[src/rtl/ofdm_tx_pkg.sv]
`default_nettype none
// ============================================================================
// Module   : ofdm_tx_pkg
// Brief    : Shared types and helpers for the OFDM TX cyclic-prefix inserter.
// Revision : 1.0 - initial release
// ============================================================================
package ofdm_tx_pkg;

   localparam int SAMPLE_BIT_WIDTH = 12;

   typedef enum logic [1:0] {
      RD_IDLE = 2'd0,
      RD_CP   = 2'd1,
      RD_BODY = 2'd2
   } rd_state_t;

   typedef struct packed {
      logic signed [SAMPLE_BIT_WIDTH-1:0] i;
      logic signed [SAMPLE_BIT_WIDTH-1:0] q;
   } sample_t;

   function automatic int cp_length(input int symbol_length, input int raw_symbol_length);
      return symbol_length - raw_symbol_length;
   endfunction

endpackage
`default_nettype wire

[src/rtl/ofdm_tx_sample_ram.sv]
`default_nettype none
// ============================================================================
// Module   : ofdm_tx_sample_ram
// Brief    : Simple dual-port sample RAM, one write port, one registered read.
// Revision : 1.0 - initial release
// ============================================================================
module ofdm_tx_sample_ram #(
   parameter int DATA_W = 24,
   parameter int ADDR_W = 7
) (
   input  logic              clk,
   input  logic              wr_en,
   input  logic [ADDR_W-1:0] wr_addr,
   input  logic [DATA_W-1:0] wr_data,
   input  logic              rd_en,
   input  logic [ADDR_W-1:0] rd_addr,
   output logic [DATA_W-1:0] rd_data
);

   logic [DATA_W-1:0] mem_q [2**ADDR_W];
   logic [DATA_W-1:0] rd_data_q;

   // Read data holds between reads so the output sample stays stable.
   always_ff @(posedge clk) begin
      if (wr_en) begin
         mem_q[wr_addr] <= wr_data;
      end
      if (rd_en) begin
         rd_data_q <= mem_q[rd_addr];
      end
   end

   assign rd_data = rd_data_q;

endmodule
`default_nettype wire

[src/rtl/ofdm_tx_cp_inserter.sv]
`default_nettype none
// ============================================================================
// Module   : ofdm_tx_cp_inserter
// Brief    : Ping-pong buffers raw OFDM symbols, emits CP + body at strobe rate.
//            Option macro OFDM_TX_UNDERRUN_ZERO_EN: zero samples on idle ticks.
// Revision : 1.0 - initial release
// ============================================================================
module ofdm_tx_cp_inserter
   import ofdm_tx_pkg::*;
#(
   parameter int sample_bit_width_g  = SAMPLE_BIT_WIDTH,
   parameter int raw_symbol_length_g = 64,
   parameter int symbol_length_g     = 80,
   parameter int strobe_period_g     = 24
) (
   input  logic                          sys_clk,
   input  logic                          sys_rstn,
   input  logic                          sys_init,
   input  logic [sample_bit_width_g-1:0] in_data_i,
   input  logic [sample_bit_width_g-1:0] in_data_q,
   input  logic                          in_data_valid,
   input  logic                          in_symbol_start,
   output logic                          in_ready,
   output logic [sample_bit_width_g-1:0] tx_data_i,
   output logic [sample_bit_width_g-1:0] tx_data_q,
   output logic                          tx_data_valid,
   output logic                          tx_symbol_start,
   output logic                          overflow
);

   localparam int W      = sample_bit_width_g;
   localparam int IDX_W  = $clog2(raw_symbol_length_g);
   localparam int CNT_W  = (strobe_period_g > 1) ? $clog2(strobe_period_g) : 1;
   localparam int CP_LEN = cp_length(symbol_length_g, raw_symbol_length_g);
   localparam logic [IDX_W-1:0] IDX_LAST     = IDX_W'(raw_symbol_length_g - 1);
   localparam logic [IDX_W-1:0] IDX_CP_FIRST = IDX_W'(raw_symbol_length_g - CP_LEN);
   localparam logic [CNT_W-1:0] CNT_LAST     = CNT_W'(strobe_period_g - 1);

   logic [IDX_W-1:0] widx_q, widx_d, ridx_q, ridx_d;
   logic             wr_bank_q, wr_bank_d, rd_bank_q, rd_bank_d;
   logic [1:0]       full_q, full_d;
   logic             overflow_q, overflow_d;
   logic [CNT_W-1:0] cnt_q, cnt_d;
   rd_state_t        state_q, state_d;
   logic             tx_valid_q, tx_valid_d, tx_start_q, tx_start_d, tx_zero_q, tx_zero_d;

   logic             tick, ram_wr_en, ram_rd_en;
   logic [IDX_W-1:0] wr_idx, rd_idx;
   logic [2*W-1:0]   ram_rd_data;

   assign in_ready = ~full_q[wr_bank_q];

   always_comb begin
      widx_d     = widx_q;
      ridx_d     = ridx_q;
      wr_bank_d  = wr_bank_q;
      rd_bank_d  = rd_bank_q;
      full_d     = full_q;
      overflow_d = overflow_q;
      state_d    = state_q;
      tx_valid_d = 1'b0;
      tx_start_d = 1'b0;
      tx_zero_d  = tx_zero_q;
      ram_wr_en  = 1'b0;
      ram_rd_en  = 1'b0;
      rd_idx     = ridx_q;
      tick       = (cnt_q == CNT_LAST);
      cnt_d      = tick ? '0 : cnt_q + 1'b1;
      // A symbol start resynchronises the write index, dropping any partial fill.
      wr_idx     = in_symbol_start ? '0 : widx_q;

      if (in_data_valid) begin
         if (in_ready) begin
            ram_wr_en = 1'b1;
            if (wr_idx == IDX_LAST) begin
               full_d[wr_bank_q] = 1'b1;
               widx_d            = '0;
               wr_bank_d         = ~wr_bank_q;
            end else begin
               widx_d = wr_idx + 1'b1;
            end
         end else begin
            overflow_d = 1'b1;
         end
      end

      if (tick) begin
         case (state_q)
            RD_IDLE: begin
               if (full_q[rd_bank_q]) begin
                  ram_rd_en  = 1'b1;
                  rd_idx     = IDX_CP_FIRST;
                  tx_valid_d = 1'b1;
                  tx_start_d = 1'b1;
                  tx_zero_d  = 1'b0;
                  if (IDX_CP_FIRST == IDX_LAST) begin
                     ridx_d  = '0;
                     state_d = RD_BODY;
                  end else begin
                     ridx_d  = IDX_CP_FIRST + 1'b1;
                     state_d = RD_CP;
                  end
               end
`ifdef OFDM_TX_UNDERRUN_ZERO_EN
               else begin
                  tx_valid_d = 1'b1;
                  tx_zero_d  = 1'b1;
               end
`endif
            end
            RD_CP: begin
               ram_rd_en  = 1'b1;
               tx_valid_d = 1'b1;
               tx_zero_d  = 1'b0;
               if (ridx_q == IDX_LAST) begin
                  ridx_d  = '0;
                  state_d = RD_BODY;
               end else begin
                  ridx_d = ridx_q + 1'b1;
               end
            end
            RD_BODY: begin
               ram_rd_en  = 1'b1;
               tx_valid_d = 1'b1;
               tx_zero_d  = 1'b0;
               if (ridx_q == IDX_LAST) begin
                  full_d[rd_bank_q] = 1'b0;
                  rd_bank_d         = ~rd_bank_q;
                  ridx_d            = '0;
                  state_d           = RD_IDLE;
               end else begin
                  ridx_d = ridx_q + 1'b1;
               end
            end
            default: state_d = RD_IDLE;
         endcase
      end

      if (sys_init) begin
         widx_d     = '0;
         ridx_d     = '0;
         wr_bank_d  = 1'b0;
         rd_bank_d  = 1'b0;
         full_d     = '0;
         overflow_d = 1'b0;
         cnt_d      = '0;
         state_d    = RD_IDLE;
         tx_valid_d = 1'b0;
         tx_start_d = 1'b0;
         tx_zero_d  = 1'b1;
         ram_wr_en  = 1'b0;
         ram_rd_en  = 1'b0;
      end
   end

   always_ff @(posedge sys_clk or negedge sys_rstn) begin
      if (!sys_rstn) begin
         widx_q     <= '0;
         ridx_q     <= '0;
         wr_bank_q  <= 1'b0;
         rd_bank_q  <= 1'b0;
         full_q     <= '0;
         overflow_q <= 1'b0;
         cnt_q      <= '0;
         state_q    <= RD_IDLE;
         tx_valid_q <= 1'b0;
         tx_start_q <= 1'b0;
         tx_zero_q  <= 1'b1;
      end else begin
         widx_q     <= widx_d;
         ridx_q     <= ridx_d;
         wr_bank_q  <= wr_bank_d;
         rd_bank_q  <= rd_bank_d;
         full_q     <= full_d;
         overflow_q <= overflow_d;
         cnt_q      <= cnt_d;
         state_q    <= state_d;
         tx_valid_q <= tx_valid_d;
         tx_start_q <= tx_start_d;
         tx_zero_q  <= tx_zero_d;
      end
   end

   ofdm_tx_sample_ram #(
      .DATA_W (2 * W),
      .ADDR_W (IDX_W + 1)
   ) u_ram (
      .clk     (sys_clk),
      .wr_en   (ram_wr_en),
      .wr_addr ({wr_bank_q, wr_idx}),
      .wr_data ({in_data_i, in_data_q}),
      .rd_en   (ram_rd_en),
      .rd_addr ({rd_bank_q, rd_idx}),
      .rd_data (ram_rd_data)
   );

   // The RAM output register carries the sample; the zero flag masks it after reset/underrun.
   assign tx_data_i       = tx_zero_q ? '0 : ram_rd_data[2*W-1 -: W];
   assign tx_data_q       = tx_zero_q ? '0 : ram_rd_data[W-1:0];
   assign tx_data_valid   = tx_valid_q;
   assign tx_symbol_start = tx_start_q;
   assign overflow        = overflow_q;

endmodule
`default_nettype wire
[config.mk]
export PLATFORM = sky130hd
export DESIGN_NAME = ofdm_tx_cp_inserter
export DESIGN_NICKNAME = d
export VERILOG_FILES = /design/src/rtl/ofdm_tx_pkg.sv /design/src/rtl/ofdm_tx_sample_ram.sv /design/src/rtl/ofdm_tx_cp_inserter.sv
export SDC_FILE = /design/constraint.sdc
export NUM_CORES = 2
export LEC_CHECK = 0
export ABC_AREA = 1
export CAP_MARGIN = 25
export CELL_PAD_IN_SITES_DETAIL_PLACEMENT = 1
export CELL_PAD_IN_SITES_GLOBAL_PLACEMENT = 1
export CORE_MARGIN = 10
export CORE_UTILIZATION = 45
export CTS_CLUSTER_DIAMETER = 150
export DETAILED_ROUTE_END_ITERATION = 16
export PLACE_DENSITY_LB_ADDON = 0.1
export SETUP_SLACK_MARGIN = 0.2
export SLEW_MARGIN = 40
export SYNTH_ARGS = -nofsm -noshare
export SYNTH_HDL_FRONTEND = slang
export SYNTH_HIERARCHICAL = 1
export SYNTH_SLANG_ARGS = --single-unit
[constraint.sdc]
create_clock -name sys_clk -period 9.76 [get_ports sys_clk]
set_clock_uncertainty 0.15 [all_clocks]
set_input_delay 2.928 -clock sys_clk [delete_from_list [all_inputs] [get_ports sys_clk]]
set_output_delay 2.928 -clock sys_clk [all_outputs]
set_load 0.1 [all_outputs]
==> After elaboration in Yosys (flattened, before gate mapping) <==
Memory sizes are Yosys's and may differ from the RTL's. A register that Yosys moved wholly into a read port is not among the register bits.
Index checks and enable logic that the tools add are counted.
Widths: inputs -> output; s select.
{ "word_totals": {"elab_cells": 116, "mem_bits_rw": 3072, "inputBits": 29, "reg_bits": 27, "memories": 1} }
{ "op_classes": {"reduce_logical": 17, "magnitude_cmp": 4, "add_sub_neg": 3, "n_eq_ne": 9, "bitwise": 6, "muxes": 65} }
{ "memory_table": {"columns": ["memory", "words", "width", "read_ports", "rd_clocked_by_memory_dff", "write_ports", "line_no", "rtl"], "rows": [
  ["u_ram.mem_q", 128, 24, 1, 1, 1, "ofdm_tx_sample_ram.sv:20", "logic [DATA_W-1:0] mem_q [2**ADDR_W];"]
]} }
{ "ops": {"columns": ["operator", "count"], "rows": [
  ["$mux 6", 12],
  ["$mux 1", 31],
  ["$mux 12", 2],
  ["$mux 2", 12],
  ["$add 6x1->6 const B", 2],
  ["$eq 6x6->1 const B", 2],
  ["$pmux 6 s2", 1],
  ["$reduce_bool 2->1", 6],
  ["$mux 5", 2],
  ["$ne 3x3->1 const B", 3],
  ["$reduce_and 3->1", 3],
  ["$pmux 2 s3", 1],
  ["$add 5x1->5 const B", 1],
  ["$eq 5x5->1 const B", 1],
  ["$lt 1x2->1 const B", 2],
  ["$pmux 1 s2", 2],
  ["$reduce_and 2->1", 2],
  ["$reduce_and 4->1", 1],
  ["$not 1->1", 3],
  ["$reduce_bool 3->1", 1],
  ["$and 2x2->2", 1],
  ["$demux 1 s1", 2],
  ["$eq 2x1->1 const B", 1],
  ["$eq 2x2->1 const B", 1],
  ["7 further kinds", 9]
]} }

==> Logic depth before layout (Yosys ltp) <==
{ "logic_depth": {"ltp_word": 13, "ltp_mapped": 19, "depth_no_buf": 15} }

==> By module <==
The synthesis kept the hierarchy.
{ "modules_own_cells": {"columns": ["module", "area_each_um2", "cells_each", "seq_area_each_um2", "n_inst"], "rows": [
  ["ofdm_tx_sample_ram", 124289.2, 10092, 92969.2, 1],
  ["ofdm_tx_cp_inserter", 1844.3, 271, 676.9, 1]
]} }

==> Least setup slack after synthesis <==
Ideal clock, no wire load.
{ "synth_path": {"kind": "input-to-reg", "start": "input sys_init", "end": "register u_ram.rd_data_q[0] (netlist: u_ram/rd_data[0]), read port of u_ram.mem_q, enable pin", "n_path_buf": 2, "t_arrival_ns": 5.108, "path_stages": 5, "required_time_ns": 9.173, "setup_ns": 0.437, "setup_slack_ns": 4.065, "path_cell_list": "buf_6 > inv_2 > buf_2 > nand2_1 > nor3_1"} }
{ "synth_between": {"elab_chain_len": 1} }
{ "synth_lines": {"columns": ["element", "line_no", "rtl"], "rows": [
  ["from (decl)", "ofdm_tx_cp_inserter.sv:18", "input logic sys_init,"],
  ["$mux 1", "ofdm_tx_cp_inserter.sv:139", "if (sys_init) begin"],
  ["via ram_rd_en", "ofdm_tx_cp_inserter.sv:47", "logic tick, ram_wr_en, ram_rd_en;"],
  ["to (decl)", "ofdm_tx_sample_ram.sv:21", "logic [DATA_W-1:0] rd_data_q;"]
]} }
The timed path passes the listed nets, and every way through them passes these cells.
A chain may end at the register's enable or synchronous reset.

==> Final worst setup path <==
{ "layout_path": {"start": "register tx_zero_q", "end": "output tx_data_i[9]"} }
{ "layout_between": {"elab_chain_len": 1} }
{ "layout_lines": {"columns": ["element", "line_no", "rtl"], "rows": [
  ["from (decl)", "ofdm_tx_cp_inserter.sv:45", "logic tx_valid_q, tx_valid_d, tx_start_q, tx_start_d, tx_zero_q, tx_zero_d;"],
  ["from (signal assigned)", "ofdm_tx_cp_inserter.sv:180", "tx_zero_q <= tx_zero_d;"],
  ["$mux 12", "ofdm_tx_cp_inserter.sv:198", "assign tx_data_i = tx_zero_q ? '0 : ram_rd_data[2*W-1 -: W];"],
  ["to (decl)", "ofdm_tx_cp_inserter.sv:24", "output logic [sample_bit_width_g-1:0] tx_data_i,"]
]} }
No other way between the ends.

==> metrics.txt <==
Worst Tran Pin Value 975.0 ps; clock share of power 0.328; Hold Path Stages 1; total routing usage reported by global routing 0.2592; total setup violations reported at the end of the flow 0; netlist area before placement 126100 um2; HPWL Detailed 234100 um; Lkg Pwr 48.64 nW; Post-Layout Inst Area 140700 um2; Worst Reg-to-Reg Cells 16; Period minus WS final 5784 ps; kind of start point of the critical path flop; Synth Net Count 10400; antenna viol nets, final 0; H-Tree Level Count 5; peak fanout along the critical path 25; share of total power in sequential cells 0.400; HP Class flop to flop; number of global-route vias before repair 84050; critical path start-end classification flop to primary output; final hold violations 0; number of different library cells in the post-synthesis netlist 35; synthesis warning total 6; Max VDD drop 168.4 uV; Initial Util 0.4519; floorplan die width 549.4 um; number of fillers in the final layout 28380; status complete, no violations; Post-route DRC 0; synthesized netlist cell count 10360; sequential element share of the synthesized area 0.7424; clock root cell clkbuf_16; Floorplan Core Area 279100 um2; final worst path period share 0.5926; I/O pin count 57; register bit count reported by yosys 3123; Crit path required time 6680 ps; arrival time of data at the critical path endpoint 2710 ps; floorplan die area 301900 um2; deepest clock path buffer count 4; first-pass iteration count of the detailed router 6; CTS tree yes; die extent in y 549.4 um; CTS clk-pin slew, worst paths 50 ps; worst slew slack as a fraction of its limit 0.3500; highest achievable clock rate 0.1729 GHz; detailed-route via count 83560; RD Place Congestion 0.8521; placement row count 194; largest net degree at the start of global routing 185; total number of clock tree sinks 3123; total internal power 24.11 mW; number of CTS-inserted buffers 336; number of I/O port buffers 56; clock insertion delay at the later pin of the skew report 940 ps; GRT overflow 0; switching part of the total 0.3489; number of post-CTS setup repair buffers 0; global-route wire length before repair 582900 um; Setup TNS 0 ps; power density relative to cell area 263.2 nW/um2; ratio of routed vias to standard cells 5.835; max-cap violations 0; post-synthesis area per instance 12.17 um2; final net count 10360; cell area after placement 130000 um2; switching component of the power 12.92 mW; DR WL/cell 28.16 um; final-report max-slew violation count 0; number of instances resized during post-cts repair 0; CP endpoint kind primary output; wirelength, routed 403200 um; antenna violations before repair 21; hold slack 306.3 ps; setup repair after global routing missed its margin no; Comb power frac 0.272; first-iteration detailed-routing DRC count 9174; ratio of cells with drive above 1 in the final layout 0.08643; Synth-to-Final Area Change 11.54%; hold_buf cts 0
-- critical path, cell delays in order, from the launching register on --
cell,delay [ps]
dfstp_2,1000
nor2_1,360
buf_2,400
-- Yosys cell counts --
| library cell | instances | area share |
|---|---|---|
| buf_2 | 388 | 0.015 |
| nor2_4 | 5 | 0.00045 |
| o22ai_2 | 1 | 0.000099 |
| inv_2 | 5 | 0.00015 |
| nand3_1 | 3040 | 0.12 |
| o21ai_0 | 6 | 0.00024 |
| nor3_1 | 12 | 0.00048 |
| nand4_1 | 5 | 0.00025 |
| xor2_1 | 1 | 0.000069 |
| buf_12 | 2 | 0.00032 |
| nor2_2 | 1 | 0.000050 |
| inv_1 | 70 | 0.0021 |
| a21oi_1 | 6 | 0.00024 |
| xnor2_1 | 1 | 0.000069 |
| inv_4 | 1 | 0.000050 |
| o21a_1 | 1 | 0.000060 |
| o21ai_2 | 2 | 0.00014 |
| or2_2 | 2 | 0.000099 |
| a31oi_1 | 1 | 0.000050 |
| buf_4 | 78 | 0.0046 |
| clkbuf_1 | 97 | 0.0029 |
| nand2_1 | 3182 | 0.095 |
| o21ai_1 | 3 | 0.00012 |
| nand2_2 | 1 | 0.000050 |
| clkinv_1 | 2 | 0.000060 |
| dfstp_2 | 1 | 0.00021 |
| edfxtp_1 | 3096 | 0.74 |
| dfrtp_1 | 26 | 0.0052 |
| buf_1 | 63 | 0.0019 |
| nand3_2 | 3 | 0.00024 |
| nor2_1 | 188 | 0.0056 |
| o21bai_1 | 1 | 0.000060 |
| nand3b_1 | 2 | 0.00012 |
| ha_1 | 8 | 0.00079 |
| buf_6 | 62 | 0.0055 |
-- power by group through the flow --
stage          combinational (mW)  sequential (mW)  clock (mW)
2_1_floorplan                6.44             15.1           0
3_3_place_gp                 9.73             15.1           0
3_5_place_dp                 9.95             15.1           0
4_1_cts                      9.99             14.8        12.3
5_1_grt                      10.9             14.8        12.9
6_report                     10.1             14.8        12.1
-- layout make-up --
type | count | area (um2) | share of cell area
clock inverters | 179 | 1303 | 0.009258
clock buffers | 422 | 8944 | 0.06357
multi-input cells | 6472 | 28790 | 0.2046
inverters | 78 | 339.1 | 0.002410
well taps | 3724 | 4659 | 0.03312
repair buffers | 312 | 2982 | 0.02119
diodes | 10 | 25.02 | 0.0001779
flip-flops and latches | 3123 | 93650 | 0.6656
-- path summary, 6_finish.rpt --
path / start / endpoint / slack (ps)
min in group asynchronous: sys_rstn / ridx_q[1]$_DFFE_PN0P_ / 2240
setup reg to reg: state_q[0]$_DFFE_PN0P_ / u_ram/rd_data[9]$_DFFE_PP_ / 4280
max in group asynchronous: sys_rstn / tx_zero_q$_DFFE_PN1P_ / 6870
hold / removal: cnt_q[0]$_DFF_PN0_ / cnt_q[0]$_DFF_PN0_ / 310
setup / recovery: tx_zero_q$_DFFE_PN1P_ / tx_data_i[9] / 3980
hold reg to reg: cnt_q[0]$_DFF_PN0_ / cnt_q[0]$_DFF_PN0_ / 310
-- flip-flops by register name, summed over array words and instances, names as in the netlist, 2 cells and up --
signal,flops
ridx_q,6
state_q,2
u_ram/rd_data,24
cnt_q,5
full_q,2
u_ram/mem_q,3072
widx_q,6
-- metal layers --
| metal | up-vias | track usage | part of all wire |
|---|---|---|---|
| li1 | 36880 | - | - |
| met1 | 43250 | 0.3782 | 0.44 |
| met2 | 2940 | 0.4115 | 0.47 |
| met3 | 492 | 0.03484 | 0.069 |
| met4 | 0 | 0.06778 | 0.028 |
| met5 | - | 0 | 0 |
-- cells in the final DEF (no fill, tap or decap), drive strengths merged --
| cell type | count |
|---|---|
| nand2 | 3183 |
| edfxtp | 3096 |
| nand3 | 3043 |
| clkbuf | 422 |
| buf | 308 |
| nor2 | 194 |
| clkinv | 148 |
| inv | 89 |
| dfrtp | 26 |
| bufinv | 16 |
| nor3 | 12 |
| o21ai | 11 |
| diode | 10 |
| ha | 8 |
| a21oi | 6 |
| nand4 | 5 |
| clkinvlp | 4 |
| clkdlybuf4s50 | 4 |
| or2 | 2 |
| nand3b | 2 |
| xor2 | 1 |
| o21a | 1 |
| xnor2 | 1 |
| o22ai | 1 |
| o21bai | 1 |
| a31oi | 1 |
| dfstp | 1 |
-- logic make-up (layout without fill, tap and decap cells) --
group,Yosys count,count (layout),share of synthesized area
compound gates,21,21,0.001002
simple gates,6441,6441,0.2226
buf+inv,768,991,0.03299
fa+ha+maj,8,8,0.0007936
flops,3123,3123,0.7424
xor+xnor,2,2,0.0001389
other cells,0,10,0
-- metrics by stage --
step           std cells    util  worst slack [ps]  power, mW
6_report           14320  0.5040              3976      37.03
5_1_grt            14310  0.5039              3854      38.63
4_1_cts            14290  0.5025              3853      37.15
3_5_place_dp       13690  0.4657              3114      25.05
3_3_place_gp       13690  0.4657              2858      24.83
2_1_floorplan      10360       -              4065      21.53
Power figures use the tool's default switching activity.
